File: src/rtl/serial_add_ctrl_pkg.sv
// Purpose: shared constants and FSM state type for the bit-serial adder.
// Latency: n/a (declarations only).
// Backpressure: n/a (declarations only).
// Contents: DEFAULT_WIDTH (operand/result width), state_t (IDLE, RUN, DONE).
package serial_add_ctrl_pkg;

   // Operand/result width used when the parent does not override WIDTH.
   localparam int DEFAULT_WIDTH = 8;

   typedef enum logic [1:0] {
      IDLE = 2'd0,
      RUN  = 2'd1,
      DONE = 2'd2
   } state_t;

endpackage

File: src/rtl/serial_add_ctrl_fulladd.sv
// Purpose: one-bit full adder, purely combinational.
// Latency: 0 cycles.
// Backpressure: none (no handshake, no state).
// Ports: a, b, cin -> sum = a^b^cin, cout = majority(a, b, cin).
module fulladd (
   input  logic a,
   input  logic b,
   input  logic cin,
   output logic sum,
   output logic cout
);

   assign sum  = a ^ b ^ cin;
   assign cout = (a & b) | (cin & (a ^ b));

endmodule

File: src/rtl/serial_add_ctrl.sv
// Purpose: bit-serial adder controller, computes a+b+cin one bit per cycle, LSB first.
// Latency: WIDTH+1 cycles from start acceptance to the done pulse.
// Backpressure: start is only accepted in IDLE; requests in RUN/DONE are dropped, not queued.
// Ports:
//   clk, rst_n        : clock, asynchronous active-low reset
//   start, a, b, cin  : request and operands, captured on the accepting edge
//   busy              : high while bits are being processed (RUN)
//   done              : one-cycle pulse while the result is fresh (DONE)
//   sum, cout         : registered result, held until the next completed addition
module serial_add_ctrl
   import serial_add_ctrl_pkg::*;
#(
   parameter int WIDTH = DEFAULT_WIDTH
) (
   input  logic             clk,
   input  logic             rst_n,
   input  logic             start,
   input  logic [WIDTH-1:0] a,
   input  logic [WIDTH-1:0] b,
   input  logic             cin,
   output logic             busy,
   output logic             done,
   output logic [WIDTH-1:0] sum,
   output logic             cout
);

   // Counter is wide enough to hold WIDTH itself, so the final increment
   // never wraps back to zero inside an operation.
   localparam int              CNT_W    = $clog2(WIDTH + 1);
   localparam logic [CNT_W-1:0] LAST_BIT = CNT_W'(WIDTH - 1);
   localparam logic [CNT_W-1:0] CNT_ONE  = CNT_W'(1);

   state_t           state_q, state_d;
   logic [WIDTH-1:0] a_q, a_d;
   logic [WIDTH-1:0] b_q, b_d;
   logic [WIDTH-1:0] sh_q, sh_d;
   logic [WIDTH-1:0] sum_d;
   logic             carry_q, carry_d;
   logic             cout_d;
   logic [CNT_W-1:0] cnt_q, cnt_d;
   logic             fa_sum;
   logic             fa_cout;

   // Operand registers shift right every RUN cycle, so the current bit is
   // always at position 0 and the adder never needs a variable index.
   fulladd u_fa (
      .a    (a_q[0]),
      .b    (b_q[0]),
      .cin  (carry_q),
      .sum  (fa_sum),
      .cout (fa_cout)
   );

   always_comb begin
      state_d = state_q;
      a_d     = a_q;
      b_d     = b_q;
      sh_d    = sh_q;
      carry_d = carry_q;
      cnt_d   = cnt_q;
      sum_d   = sum;
      cout_d  = cout;
      busy    = (state_q == RUN);
      done    = (state_q == DONE);

      case (state_q)
         IDLE: begin
            if (start) begin
               a_d     = a;
               b_d     = b;
               carry_d = cin;
               cnt_d   = '0;
               sh_d    = '0;
               state_d = RUN;
            end
         end

         RUN: begin
            a_d     = a_q >> 1;
            b_d     = b_q >> 1;
            carry_d = fa_cout;
            cnt_d   = cnt_q + CNT_ONE;
            // New bit enters at the MSB; after WIDTH shifts bit 0 of the
            // result has travelled down to position 0.
            sh_d    = (sh_q >> 1) | (WIDTH'(fa_sum) << (WIDTH - 1));
            if (cnt_q == LAST_BIT) begin
               sum_d   = sh_d;
               cout_d  = fa_cout;
               state_d = DONE;
            end
         end

         DONE: begin
            // start is deliberately not looked at here; the earliest
            // re-acceptance is the first edge spent in IDLE.
            state_d = IDLE;
         end

         default: begin
            state_d = IDLE;
         end
      endcase
   end

   always_ff @(posedge clk or negedge rst_n) begin
      if (!rst_n) begin
         state_q <= IDLE;
         a_q     <= '0;
         b_q     <= '0;
         sh_q    <= '0;
         carry_q <= 1'b0;
         cnt_q   <= '0;
         sum     <= '0;
         cout    <= 1'b0;
      end else begin
         state_q <= state_d;
         a_q     <= a_d;
         b_q     <= b_d;
         sh_q    <= sh_d;
         carry_q <= carry_d;
         cnt_q   <= cnt_d;
         sum     <= sum_d;
         cout    <= cout_d;
      end
   end

endmodule

File: config.mk
export PLATFORM = sky130hd
export DESIGN_NAME = serial_add_ctrl
export DESIGN_NICKNAME = d
export VERILOG_FILES = /design/src/rtl/serial_add_ctrl_pkg.sv /design/src/rtl/serial_add_ctrl_fulladd.sv /design/src/rtl/serial_add_ctrl.sv
export SDC_FILE = /design/constraint.sdc
export NUM_CORES = 1
export LEC_CHECK = 0
export BUFFER_PORTS_ARGS = -buffer_cell sky130_fd_sc_hd__clkbuf_2
export CAP_MARGIN = 30
export CORE_ASPECT_RATIO = 1.25
export CORE_UTILIZATION = 45
export CTS_CLUSTER_DIAMETER = 40
export DETAILED_ROUTE_END_ITERATION = 12
export GPL_TIMING_DRIVEN = 0
export PLACE_DENSITY = 0.75
export SYNTH_ARGS = -nofsm -noshare
export SYNTH_HDL_FRONTEND = slang
export SYNTH_HIERARCHICAL = 1
export SYNTH_SLANG_ARGS = --single-unit
File: constraint.sdc
create_clock -name clk -period 2.7 [get_ports clk]
set_input_delay 0.405 -clock clk [delete_from_list [all_inputs] [get_ports clk]]
set_output_delay 0.405 -clock clk [all_outputs]
set_load 0.02 [all_outputs]
-- Yosys cells after proc, flatten, opt, wreduce, memory -nomap -nowiden
Cells that the tools add are included.
- memories: 0
- input port bits: 20
- bits in latches: 0
- word-level logic and storage cells: 38
- memory bits (writable): 0
- output and inout port bits: 11
- flip-flop bits (word level): 40
- ROM bits: 0
- shifts and indexed selects: 0
- divide/modulo/power cells: 0
- multipliers: 0
- add/subtract/negate cells: 1
- muxes and demuxes: 13
- reductions and logical operators: 5
- bitwise gates (word level): 6
- magnitude comparators: 0
- equal/unequal tests: 5
- operator list (cell ; number):
    $pmux 8 s2 ; 3
    $mux 8 ; 3
    $or 7x8->8 ; 1
    $pmux 4 s2 ; 1
    $reduce_and 2->1 ; 3
    $add 4x1->4 const B ; 1
    $eq 4x3->1 const B ; 1
    $mux 2 ; 2
    $mux 4 ; 1
    $pmux 2 s2 ; 1
    $and 1x1->1 ; 2
    $eq 2x1->1 const B ; 1
    $eq 2x2->1 const B ; 1
    $logic_not 2->1 ; 1
    $ne 2x1->1 const B ; 1
    $ne 2x2->1 const B ; 1
    $pmux 1 s2 ; 1
    $reduce_bool 2->1 ; 1
    $xor 1x1->1 ; 2
    $mux 1 ; 1
    $or 1x1->1 ; 1

-- Longest topological paths before layout
- depth in word-level cells: 4
- depth in mapped cells: 5
- mapped depth without buffers: 4

-- Cells and area by module
The synthesis kept the hierarchy.
- modules (own cells, without submodules) (module ; area an instance (um2) ; seq. area each (um2) ; cells each ; instances):
    serial_add_ctrl ; 1627.8 ; 975.9 ; 139 ; 1
    fulladd ; 20.0 ; 0.0 ; 1 ; 1

-- Least setup slack after synthesis
No wires, ideal clock.
- path type: register to register
- start: reg cnt_q[0]
- end: reg cout
- required time: 2.575 ns
- setup slack: 1.183 ns
- stages on the path, launching flop included: 5
- arrival: 1.392 ns
- cell sequence: dfrtp_1 ha_1 nand2_1 nor4_4 mux2_2
- longest elaborated chain between the ends: 2
- RTL lines (element ; line ; text):
    start: declaration ; serial_add_ctrl.sv:40 ; logic [CNT_W-1:0] cnt_q, cnt_d;
    start signal: assignment ; serial_add_ctrl.sv:121 ; cnt_q <= cnt_d;
    $eq 4x3->1 ; serial_add_ctrl.sv:86 ; if (cnt_q == LAST_BIT) begin
    $reduce_and 2->1 (no line) ; -- ;
    end signal: assignment ; serial_add_ctrl.sv:123 ; cout <= cout_d;
    end: declaration ; serial_add_ctrl.sv:24 ; output logic cout
Every way passes these cells.
A chain may end at the register's enable or synchronous reset.

-- Worst setup path after layout
- start: reg state_q[0]
- end: out busy
- longest elaborated chain between the ends: 1
- RTL lines (element ; line ; text):
    start: declaration ; serial_add_ctrl.sv:33 ; state_t state_q, state_d;
    start signal: assignment ; serial_add_ctrl.sv:116 ; state_q <= state_d;
    $eq 2x1->1 ; serial_add_ctrl.sv:63 ; busy = (state_q == RUN);
    end: declaration ; serial_add_ctrl.sv:21 ; output logic busy,
Every way passes these cells.

==> load_flow_metrics.sql <==
INSERT INTO impl_metrics (metric_group, metric, value, unit) VALUES
('setup_path', 'critical_path.max_stage_delay', '0.39', 'ns'),
('grt', 'grt_start_max_net_pins', '40', ''),
('die', 'floorplan.initialDensity', '0.4731', ''),
('cells_and_area', 'design.final.nets', '199', ''),
('yosys', 'postSynth.asyncResetShare', '1.000', ''),
('grt', 'grt_util_all_layers', '0.1833', ''),
('yosys', 'ys_ff_latch', '39', ''),
('route', 'wl', '3220', 'um'),
('grt', 'overflow', '0', ''),
('sta', 'final-hold-violation-count', '0', ''),
('cells_and_area', 'antenna-diode-count', '0', ''),
('setup_path', 'timing.rr.start', 'cnt_q[0]$_DFFE_PN0P_', ''),
('clock_network', 'cts_root_buffer', 'clkbuf_8', ''),
('pwr', 'vdd.ir_drop.worst', '0.0007912', 'V'),
('yosys', 'synthesis.area_per_instance', '11.77', 'um2'),
('yosys', 'synth-seq-area-share', '0.5923', ''),
('sta', 'timing.final.setup_violations', '0', ''),
('job', 'max_cap_viol_count', '0', ''),
('yosys', 'synth_instances', '140', ''),
('clock_network', 'cts_setup_buffers', '0', ''),
('grt', 'antenna_found_initial', '0', ''),
('sta', 'clock_skews', '0.002436', 'ns'),
('sta', 'finalWorstPathRequiredPeriod', '2.154', 'ns'),
('yosys', 'leading_register_cell_type_out_of_synthesis', 'dfrtp_1', ''),
('grt', 'first_global_vias', '1283', ''),
('setup_path', 'critPathRequiredTime', '2.30', 'ns'),
('setup_path', 'cp_cell_sequence', 'buf_2 -> nor2b_1 -> buf_2 -> clkbuf_2', ''),
('die', 'floorplan_core_area', '0.003483', 'mm2'),
('grt', 'met1_grt_util', '0.2138', ''),
('route', 'iter_0_drt_violations', '32', ''),
('placement', 'post-place-cells', '209', ''),
('yosys', 'syn-cell-area', '0.001648', 'mm2'),
('setup_path', 'timing.reg2reg.worst_path_depth', '4', ''),
('sta', 'max_freq', '0.4643', 'GHz'),
('die', 'placement_rows', '24', ''),
('setup_path', 'reg2reg_slack', '0.97', 'ns'),
('route', 'mean_routed_wirelength_per_cell', '14.84', 'um'),
('pwr', 'static_leakage', '0.8952', 'nW'),
('die', 'io_pins', '31', ''),
('sta', 'grt_setup_unrepaired', 'no', ''),
('grt', 'busiest_layer', 'met2', ''),
('setup_path', 'endpoint_kind', 'output pin', ''),
('setup_path', 'worst-endpoint-arrival', '1.75', 'ns'),
('cells_and_area', 'flow.area_growth_from_synthesis', '17.01', '%'),
('cells_and_area', 'final_cell_count_no_fill', '217', ''),
('clock_network', 'clockBufferDepth', '2', ''),
('setup_path', 'path_class', 'register to output pin', ''),
('setup_path', 'critical_path_peak_fanout', '10', ''),
('clock_network', 'tritoncts.num_buffers', '5', ''),
('yosys', 'yosys_warnings', '6', ''),
('die', 'die-height', '69.66', 'um'),
('sta', 'final.period_utilization', '0.7977', ''),
('cells_and_area', 'post_route_cells_drive_above_1_share', '0.2809', ''),
('grt', 'grt_first_pass_wirelength', '5616', 'um'),
('route', 'drcViolationCount', '0', ''),
('setup_path', 'critPathTopFamily', 'buffers and inverters', ''),
('setup_path', 'regToRegEndpoint', 'cout$_DFFE_PN0P_', ''),
('die', 'die_area', '0.003909', 'mm2'),
('placement', 'gp_congestion', '0.8071', ''),
('placement', 'hpwl', '2341', 'um'),
('yosys', 'synth_cell_types', '19', ''),
('route', 'dr_total_vias', '1211', ''),
('clock_network', 'insertion_delay', '0.28', 'ns'),
('sta', 'tightest_slew', '0.9383', 'ns'),
('die', 'die_width', '56.13', 'um'),
('run_status', 'run_status', 'finished clean', ''),
('grt', 'use_met3', '0.04478', ''),
('placement', 'port_buffers', '30', ''),
('setup_path', 'worst_path_max_delay_cell', 'dfrtp_1', ''),
('route', 'first_pass_iters', '4', ''),
('pwr', 'power-per-cell-area', '1132', 'mW/mm2');
worst register-to-register path: cells and delay by family (launching register included):
| family | cells | cell delay [ns] |
|---|---|---|
| and+or+nand+nor | 2 | 0.62 |
| muxes | 1 | 0.41 |
| DFF | 1 | 0.38 |
| adders and majority gates | 1 | 0.20 |
how the worst max path moves through the flow:
| stage | startpoint | end | slack, ns | cells after the start |
|---|---|---|---|---|
| 2_1_floorplan | cnt_q[0]$_DFFE_PN0P_ | cout$_DFFE_PN0P_ | 1.18 | 4 |
| 3_3_place_gp | state_q[0]$_DFFE_PN0P_ | busy | 0.86 | 4 |
| 3_5_place_dp | state_q[0]$_DFFE_PN0P_ | busy | 0.87 | 4 |
| 4_1_cts | state_q[0]$_DFFE_PN0P_ | busy | 0.55 | 4 |
| 5_1_grt | state_q[0]$_DFFE_PN0P_ | busy | 0.44 | 4 |
| 6_report | state_q[0]$_DFFE_PN0P_ | busy | 0.55 | 4 |
stage by stage:
step	hold WS (ns)	instance area (um2)	utilization	setup WS, ns
global placement	0.4664	1847	0.5302	0.8646
CTS	0.2862	1928	0.5535	0.5521
global route	0.3310	1928	0.5535	0.4400
detailed placement	0.4711	1847	0.5302	0.8656
finish	0.2566	1928	0.5535	0.5463
floorplan	0.1094	1648	-	1.183
placed cells by master, fill, tap and decap left out, drive strengths merged:
master,netlist,routed
a22oi,15,15
o21bai,1,1
a32o,1,1
nand2,15,15
mux2,10,10
nand3,1,1
ha,1,1
nor2b,9,9
mux2i,2,2
nor2,3,3
a22o,8,8
clkinv,0,1
nor4,1,1
inv,1,1
fa,1,1
buf,2,2
o21ai,18,18
a21oi,6,6
dfrtp,39,39
clkbuf,6,43
state kept, by name (all words and copies together) (netlist names):
| signal | count |
|---|---|
| b_q | 8 |
| cnt_q | 4 |
| cout | 1 |
| state_q | 2 |
| sh_q | 7 |
| sum | 8 |
| a_q | 8 |
| carry_q | 1 |
report_power, final:
part	switching [mW]	leakage [nW]	internal, mW
Sequential	0.165	0.509	0.824
Combinational	0.460	0.344	0.363
Clock	0.188	0.0422	0.181
cell type report:
cell class | instances | area [um2]
clock inverter | 1 | 5.005
buffer | 8 | 32.53
inverter | 1 | 3.754
clock buffer | 7 | 76.32
tap | 39 | 48.80
timing repair buffer | 30 | 150.1
fill | 312 | 1555
multi-input combinational | 92 | 635.6
sequential | 39 | 975.9
per-layer routing:
metal / routed length (um) / share of wire / vias to the layer above
li1: - / - / 578
met1: 1425 / 0.44 / 599
met2: 1620 / 0.50 / 29
met3: 126 / 0.039 / 5
met4: 48 / 0.015 / 0
met5: 0 / 0 / -
Yosys cell counts, types with 2 or more instances:
cell type	instances	area share
a21oi_1	6	0.018
a22o_1	8	0.043
a22oi_1	15	0.068
buf_2	2	0.0061
clkbuf_1	6	0.014
dfrtp_1	39	0.59
mux2_2	10	0.068
mux2i_1	2	0.012
nand2_1	15	0.034
nor2_1	3	0.0068
nor2b_1	9	0.034
o21ai_0	18	0.055
kinds of logic (layout without fill, tap and decap cells):
| kind of cell | count (synthesis) | after routing | share of synthesized area |
|---|---|---|---|
| and+or+nand+nor | 29 | 29 | 0.09111 |
| DFF | 39 | 39 | 0.5923 |
| buffers and inverters | 9 | 47 | 0.02202 |
| muxes | 12 | 12 | 0.08049 |
| AOI/OAI and AO/OA | 49 | 49 | 0.1944 |
| adders and majority gates | 2 | 2 | 0.01974 |
No activity file was read; power rests on OpenSTA's default activity.
